--- src/rtl/vga_raster_ctrl.sv ---
// -----------------------------------------------------------------------------
// vga_raster_ctrl
//
// Parametrised VGA raster controller for the DE2-70 ADV7123 DAC path.
// Generates H/V timing, issues a pixel-request stream with active-area
// coordinates to the host pixel generator, and realigns sync/blank to the
// host colour, which returns PIX_LAT (0..7) clocks after each request.
//
// Optional feature macro: VGA_RASTER_TEST_PATTERN_EN
//   When defined and iTest=1, the host colour is replaced by 8 vertical
//   colour bars (white, yellow, cyan, green, magenta, red, blue, black).
//   When undefined, iTest is ignored.
//
// Ports:
//   iCLK, iRST_N             pixel clock, async active-low reset
//   iRed/iGreen/iBlue        host colour, sampled PIX_LAT clocks after oReq
//   iTest                    test-pattern select
//   oReq, oCoord_X/Y         pixel request and its active-area coordinates
//   oFrame_start             one-clock pulse with the request for (0,0)
//   oVGA_R/G/B               DAC colour
//   oVGA_H_SYNC/V_SYNC       syncs at the configured polarity
//   oVGA_BLANK               active-low blank (low outside the active area)
//   oVGA_SYNC                tied low
//   oVGA_CLOCK               equal to iCLK
// -----------------------------------------------------------------------------
module vga_raster_ctrl #(
  parameter int COLOR_W = 10,
  parameter int CNT_W   = 11,
  parameter int H_SYNC  = 96,
  parameter int H_BP    = 48,
  parameter int H_ACT   = 640,
  parameter int H_FP    = 16,
  parameter int V_SYNC  = 2,
  parameter int V_BP    = 33,
  parameter int V_ACT   = 480,
  parameter int V_FP    = 10,
  parameter bit HS_POL  = 1'b0,
  parameter bit VS_POL  = 1'b0,
  parameter int PIX_LAT = 1
) (
  input  logic               iCLK,
  input  logic               iRST_N,
  input  logic [COLOR_W-1:0] iRed,
  input  logic [COLOR_W-1:0] iGreen,
  input  logic [COLOR_W-1:0] iBlue,
  input  logic               iTest,
  output logic               oReq,
  output logic [CNT_W-1:0]   oCoord_X,
  output logic [CNT_W-1:0]   oCoord_Y,
  output logic               oFrame_start,
  output logic [COLOR_W-1:0] oVGA_R,
  output logic [COLOR_W-1:0] oVGA_G,
  output logic [COLOR_W-1:0] oVGA_B,
  output logic               oVGA_H_SYNC,
  output logic               oVGA_V_SYNC,
  output logic               oVGA_BLANK,
  output logic               oVGA_SYNC,
  output logic               oVGA_CLOCK
);

  localparam int H_TOT = H_SYNC + H_BP + H_ACT + H_FP;
  localparam int V_TOT = V_SYNC + V_BP + V_ACT + V_FP;

  localparam logic [CNT_W-1:0] H_LAST    = CNT_W'(H_TOT - 1);
  localparam logic [CNT_W-1:0] V_LAST    = CNT_W'(V_TOT - 1);
  localparam logic [CNT_W-1:0] H_SYNC_E  = CNT_W'(H_SYNC);
  localparam logic [CNT_W-1:0] V_SYNC_E  = CNT_W'(V_SYNC);
  localparam logic [CNT_W-1:0] H_ACT_B   = CNT_W'(H_SYNC + H_BP);
  localparam logic [CNT_W-1:0] H_ACT_E   = CNT_W'(H_SYNC + H_BP + H_ACT);
  localparam logic [CNT_W-1:0] V_ACT_B   = CNT_W'(V_SYNC + V_BP);
  localparam logic [CNT_W-1:0] V_ACT_E   = CNT_W'(V_SYNC + V_BP + V_ACT);

`ifdef VGA_RASTER_TEST_PATTERN_EN
  localparam int BAR_BITS = 3;
  localparam int PROD_W   = CNT_W + 3;
`else
  localparam int BAR_BITS = 0;
`endif
  // Delay-line word: {bar index (optional), hsync, vsync, active}
  localparam int DL_W = 3 + BAR_BITS;

  // ---------------------------------------------------------------------------
  // Raster counters
  // ---------------------------------------------------------------------------
  logic [CNT_W-1:0] h_cnt;
  logic [CNT_W-1:0] v_cnt;

  // NOTE: sequential state uses non-blocking assignments so every register
  // samples pre-edge values regardless of process evaluation order.
  always_ff @(posedge iCLK or negedge iRST_N) begin
    if (!iRST_N) begin
      h_cnt <= '0;
      v_cnt <= '0;
    end else if (h_cnt == H_LAST) begin
      h_cnt <= '0;
      v_cnt <= (v_cnt == V_LAST) ? '0 : v_cnt + 1'b1;
    end else begin
      h_cnt <= h_cnt + 1'b1;
    end
  end

  logic             cur_act;
  logic             cur_hs;
  logic             cur_vs;
  logic [CNT_W-1:0] cur_x;
  logic [CNT_W-1:0] cur_y;

  assign cur_act = (h_cnt >= H_ACT_B) && (h_cnt < H_ACT_E) &&
                   (v_cnt >= V_ACT_B) && (v_cnt < V_ACT_E);
  assign cur_hs  = (h_cnt < H_SYNC_E);   // internal sync flags are active-high
  assign cur_vs  = (v_cnt < V_SYNC_E);
  assign cur_x   = h_cnt - H_ACT_B;
  assign cur_y   = v_cnt - V_ACT_B;

  // ---------------------------------------------------------------------------
  // Stage 1: request stream to the host
  // ---------------------------------------------------------------------------
  logic s1_hs;
  logic s1_vs;
  logic [DL_W-1:0] s1_vec;

  always_ff @(posedge iCLK or negedge iRST_N) begin
    if (!iRST_N) begin
      oReq         <= 1'b0;
      oCoord_X     <= '0;
      oCoord_Y     <= '0;
      oFrame_start <= 1'b0;
      s1_hs        <= 1'b0;
      s1_vs        <= 1'b0;
    end else begin
      oReq         <= cur_act;
      oFrame_start <= cur_act && (h_cnt == H_ACT_B) && (v_cnt == V_ACT_B);
      s1_hs        <= cur_hs;
      s1_vs        <= cur_vs;
      // Coordinates hold through blanking so the host never sees garbage.
      if (cur_act) begin
        oCoord_X <= cur_x;
        oCoord_Y <= cur_y;
      end
    end
  end

`ifdef VGA_RASTER_TEST_PATTERN_EN
  logic [2:0] s1_bar;

  always_ff @(posedge iCLK or negedge iRST_N) begin
    if (!iRST_N) begin
      s1_bar <= '0;
    end else begin
      s1_bar <= 3'((({3'b000, cur_x}) << 3) / PROD_W'(H_ACT));
    end
  end

  assign s1_vec = {s1_bar, s1_hs, s1_vs, oReq};
`else
  assign s1_vec = {s1_hs, s1_vs, oReq};
`endif

  // ---------------------------------------------------------------------------
  // Delay line: matches sync/blank to the host colour latency
  // ---------------------------------------------------------------------------
  logic [DL_W-1:0] dly_vec;

  if (PIX_LAT == 0) begin : g_no_dly
    assign dly_vec = s1_vec;
  end else begin : g_dly
    logic [PIX_LAT-1:0][DL_W-1:0] dl;

    // NOTE: the delay line is reset (not left free-running) so that a reset
    // mid-frame restarts it empty and no stale pixel reaches the DAC.
    always_ff @(posedge iCLK or negedge iRST_N) begin
      if (!iRST_N) begin
        dl <= '0;
      end else begin
        dl[0] <= s1_vec;
        for (int i = 1; i < PIX_LAT; i++) begin
          dl[i] <= dl[i-1];
        end
      end
    end

    assign dly_vec = dl[PIX_LAT-1];
  end

  logic d_hs;
  logic d_vs;
  logic d_act;

  assign {d_hs, d_vs, d_act} = dly_vec[2:0];

  // ---------------------------------------------------------------------------
  // Colour select
  // ---------------------------------------------------------------------------
  logic [COLOR_W-1:0] pix_r;
  logic [COLOR_W-1:0] pix_g;
  logic [COLOR_W-1:0] pix_b;

`ifdef VGA_RASTER_TEST_PATTERN_EN
  logic [2:0] bar_rgb;

  // Bar order: white, yellow, cyan, green, magenta, red, blue, black.
  always_comb begin
    case (dly_vec[5:3])
      3'd0:    bar_rgb = 3'b111;
      3'd1:    bar_rgb = 3'b110;
      3'd2:    bar_rgb = 3'b011;
      3'd3:    bar_rgb = 3'b010;
      3'd4:    bar_rgb = 3'b101;
      3'd5:    bar_rgb = 3'b100;
      3'd6:    bar_rgb = 3'b001;
      default: bar_rgb = 3'b000;
    endcase
  end
`else
  logic unused_test;
  assign unused_test = iTest;
`endif

  // NOTE: every output of a combinational block gets a default first, so no
  // path leaves a value unassigned and no latch is inferred.
  always_comb begin
    pix_r = '0;
    pix_g = '0;
    pix_b = '0;
    if (d_act) begin
      pix_r = iRed;
      pix_g = iGreen;
      pix_b = iBlue;
`ifdef VGA_RASTER_TEST_PATTERN_EN
      if (iTest) begin
        pix_r = {COLOR_W{bar_rgb[2]}};
        pix_g = {COLOR_W{bar_rgb[1]}};
        pix_b = {COLOR_W{bar_rgb[0]}};
      end
`endif
    end
  end

  // ---------------------------------------------------------------------------
  // Output stage: colour, sync and blank change on the same edge
  // ---------------------------------------------------------------------------
  always_ff @(posedge iCLK or negedge iRST_N) begin
    if (!iRST_N) begin
      oVGA_R      <= '0;
      oVGA_G      <= '0;
      oVGA_B      <= '0;
      oVGA_H_SYNC <= ~HS_POL;
      oVGA_V_SYNC <= ~VS_POL;
      oVGA_BLANK  <= 1'b0;
    end else begin
      oVGA_R      <= pix_r;
      oVGA_G      <= pix_g;
      oVGA_B      <= pix_b;
      oVGA_H_SYNC <= d_hs ? HS_POL : ~HS_POL;
      oVGA_V_SYNC <= d_vs ? VS_POL : ~VS_POL;
      oVGA_BLANK  <= d_act;
    end
  end

  assign oVGA_SYNC  = 1'b0;
  assign oVGA_CLOCK = iCLK;

endmodule

--- config.mk ---
export PLATFORM = sky130hd
export DESIGN_NAME = vga_raster_ctrl
export DESIGN_NICKNAME = d
export VERILOG_FILES = /design/src/rtl/vga_raster_ctrl.sv
export SDC_FILE = /design/constraint.sdc
export NUM_CORES = 1
export LEC_CHECK = 0
export BUFFER_PORTS_ARGS = -buffer_cell sky130_fd_sc_hd__buf_2
export CORE_MARGIN = 2
export CORE_UTILIZATION = 56
export CTS_BUF_LIST = sky130_fd_sc_hd__clkbuf_8 sky130_fd_sc_hd__clkbuf_16
export CTS_CLUSTER_DIAMETER = 80
export DETAILED_ROUTE_END_ITERATION = 8
export GPL_TIMING_DRIVEN = 0
export PLACE_DENSITY = 0.81
export SYNTH_ARGS = -nofsm -noshare
export SYNTH_HDL_FRONTEND = slang
export SYNTH_SLANG_ARGS = --single-unit
--- constraint.sdc ---
create_clock -name iCLK -period 6 [get_ports iCLK]
set_input_delay 0.6 -clock iCLK [delete_from_list [all_inputs] [get_ports iCLK]]
set_output_delay 0.6 -clock iCLK [all_outputs]
set_load 0.02 [all_outputs]
==> reports/metrics.cfg <==
[global_route]
grt_pass1_vias=2465
grt_pass1_wl_mm=11.8
antenna_found_initial=0
grt-ovfl-total=0
grt_usage_pct=21.7
grt_start_max_net_pins=59

[finish]
n_antenna_cell=0
area_growth_pct=23.3
nNetsFinal=436
layout_common_cells=89 x buf_2, 82 x dfrtp_1, 30 x and2_1, 22 x nor2_1, 21 x mux2_2
regArea_um2=2100
fillers=413
final_common_cell=buf_2
drive_above_1_share_pct=35.3
multi_input_area_um2=1290
final_cell_count_no_fill=477

[route]
drt_pass1_iterations=4
ant_nets=0
avgRoutedWirePerCell_um=14.5
first_iter_violations=106
drc=0
drt-total-wl_mm=6.94
dr_total_vias=2486
viasPerCell=5.21

[die]
die_x_um=83.2
dieArea_um2=6930
die_h_um=83.2
num_rows=28
start_util_pct=58.7
pin_count=92
core_um2=5990

[yosys]
syn-instance-count=293
syn-num-nets=332
syn_area_per_cell_um2=12.0
async_reset_ff_share_pct=100
seq_area_frac_synth_pct=59.9
ys.flop_type=dfrtp_1
ys_warn_count=0
synth_edf_count=0
ys_types=45
ys_ff_latch=84
syn_area_um2=3520

[power_and_ir_drop]
pwr_density_cell_nw_per_um2=250
peakVddDrop_mv=0.154
power_leakage_uw=0.00236

[setup_path]
cp-start-kind=clock port
startpoint=iCLK
cp_slowest_cell=buf_2
worstPathRequired_ns=5.40
worstPathMaxFanout=2
endpoint_kind=output pin
reg2reg_slack_ns=3.26
cp.arrival_ns=3.49
crit_chain=clkbuf_8 > clkbuf_8 > buf_4 > buf_2
path_class=clk2out
crit_top_cell=clkbuf_8
cp_num_buf_inv=4
cpLargestDelayFamily=buffers and inverters
slowest_delay_ns=0.15
worstReg2RegStart=v_cnt[7]

[timing]
finClkSkew_ns=0.00986
setup_viol=0
maxSlewViolCount=0
worst_slew_pin_slew_ns=1.06
rsz0062_at_grt=false
setup_slack_ns=1.91
tns_ns=0
slew_headroom_pct=29.0
fin_hold_ws_ns=0.0393
hold_viol=0

[run]
max-cap-violations=0

[status]
status=finished clean

[cts]
cts_tree=built
cts_resized=0
clk_latency_ns=0.47
clk_pin_slew_ns=0.09
postCtsHoldBufs=0
post-cts-setup-buffer-count=0

[place]
dp.cells=458
place_ws_ns=2.15
io_buffers=89
place.gp.congestion=0.858
hpwlAfterDp_mm=4.94

[hold_path]
hold_class=in2async

power by group:
part | internal, µW | total (µW) | switching [µW] | leakage, µW
Sequential | 566 | 566 | 0 | 0.00113
Combinational | 9.38 | 23.0 | 13.6 | 0.00109
Clock | 262 | 494 | 232 | 0.000138
cell type report:
class | instances | share of cell area (%)
Tap cell | 75 | 2.17
Inverter | 11 | 0.953
Clock inverter | 6 | 1.62
Multi-Input combinational cell | 182 | 29.7
Timing Repair Buffer | 89 | 10.9
Sequential cell | 84 | 48.6
Clock buffer | 14 | 4.24
Buffer | 16 | 1.93
registers in the layout, summed over array words and instances, names as in the netlist, 3 cells and up:
register,flops
v_cnt,11
h_cnt,11
oVGA_R,10
dly_vec,3
oCoord_Y,11
oCoord_X,11
oVGA_G,10
oVGA_B,10
layer usage:
layer,global-route usage [%],share of wire (%)
met1,28.9,44
met2,32.2,47
met3,6.76,7.7
met4,10.9,1.9
met5,0,0
cell families after synthesis:
group | Yosys count | share of synthesized area [%]
mux | 23 | 7.33
simple gates | 108 | 17.4
fa+ha+maj | 6 | 2.14
xor+xnor | 23 | 5.73
other cells | 1 | 0.107
flops | 84 | 59.9
compound gates | 21 | 3.91
buf+inv | 27 | 3.56
synth_stat cells (all sizes together) (2+ instances only):
library cell / n / area [µm²]
dfrtp: 82 / 2050
nor3b: 2 / 15.0
mux2: 22 / 248
dfstp: 2 / 52.6
xnor2: 10 / 87.6
and2: 30 / 188
or4: 3 / 26.3
ha: 6 / 75.1
xor2: 13 / 114
nand2: 16 / 60.1
clkbuf: 9 / 33.8
buf: 7 / 50.0
a22o: 2 / 17.5
or3: 3 / 25.0
nor2: 22 / 82.6
and3: 3 / 18.8
inv: 11 / 41.3
nand3: 5 / 25.0
nor3: 10 / 50.1
o31a: 2 / 17.5
nor4: 5 / 46.3
nand4: 4 / 25.0
a21o: 2 / 15.0
o21ai: 9 / 45.0
metrics by stage:
stage          cell area, µm²  total power (µW)  util (%)
2_1_floorplan            3520               598         -
3_3_place_gp             4060               623      67.7
3_5_place_dp             4090               625      68.2
4_1_cts                  4330              1090      72.3
5_1_grt                  4330              1120      72.3
6_report                 4330              1080      72.3
worst paths after layout:
check                              endpoint  cells past startpoint
worst max-delay path             oVGA_CLOCK                      4
worst min-delay path              oVGA_R[0]                      1
worst max register to register  oCoord_Y[6]                      6
worst min register to register   dly_vec[1]                      0
max in group asynchronous       oVGA_H_SYNC                      2
min in group iCLK                 oVGA_B[7]                      2
(Power assumes the default switching activity.)
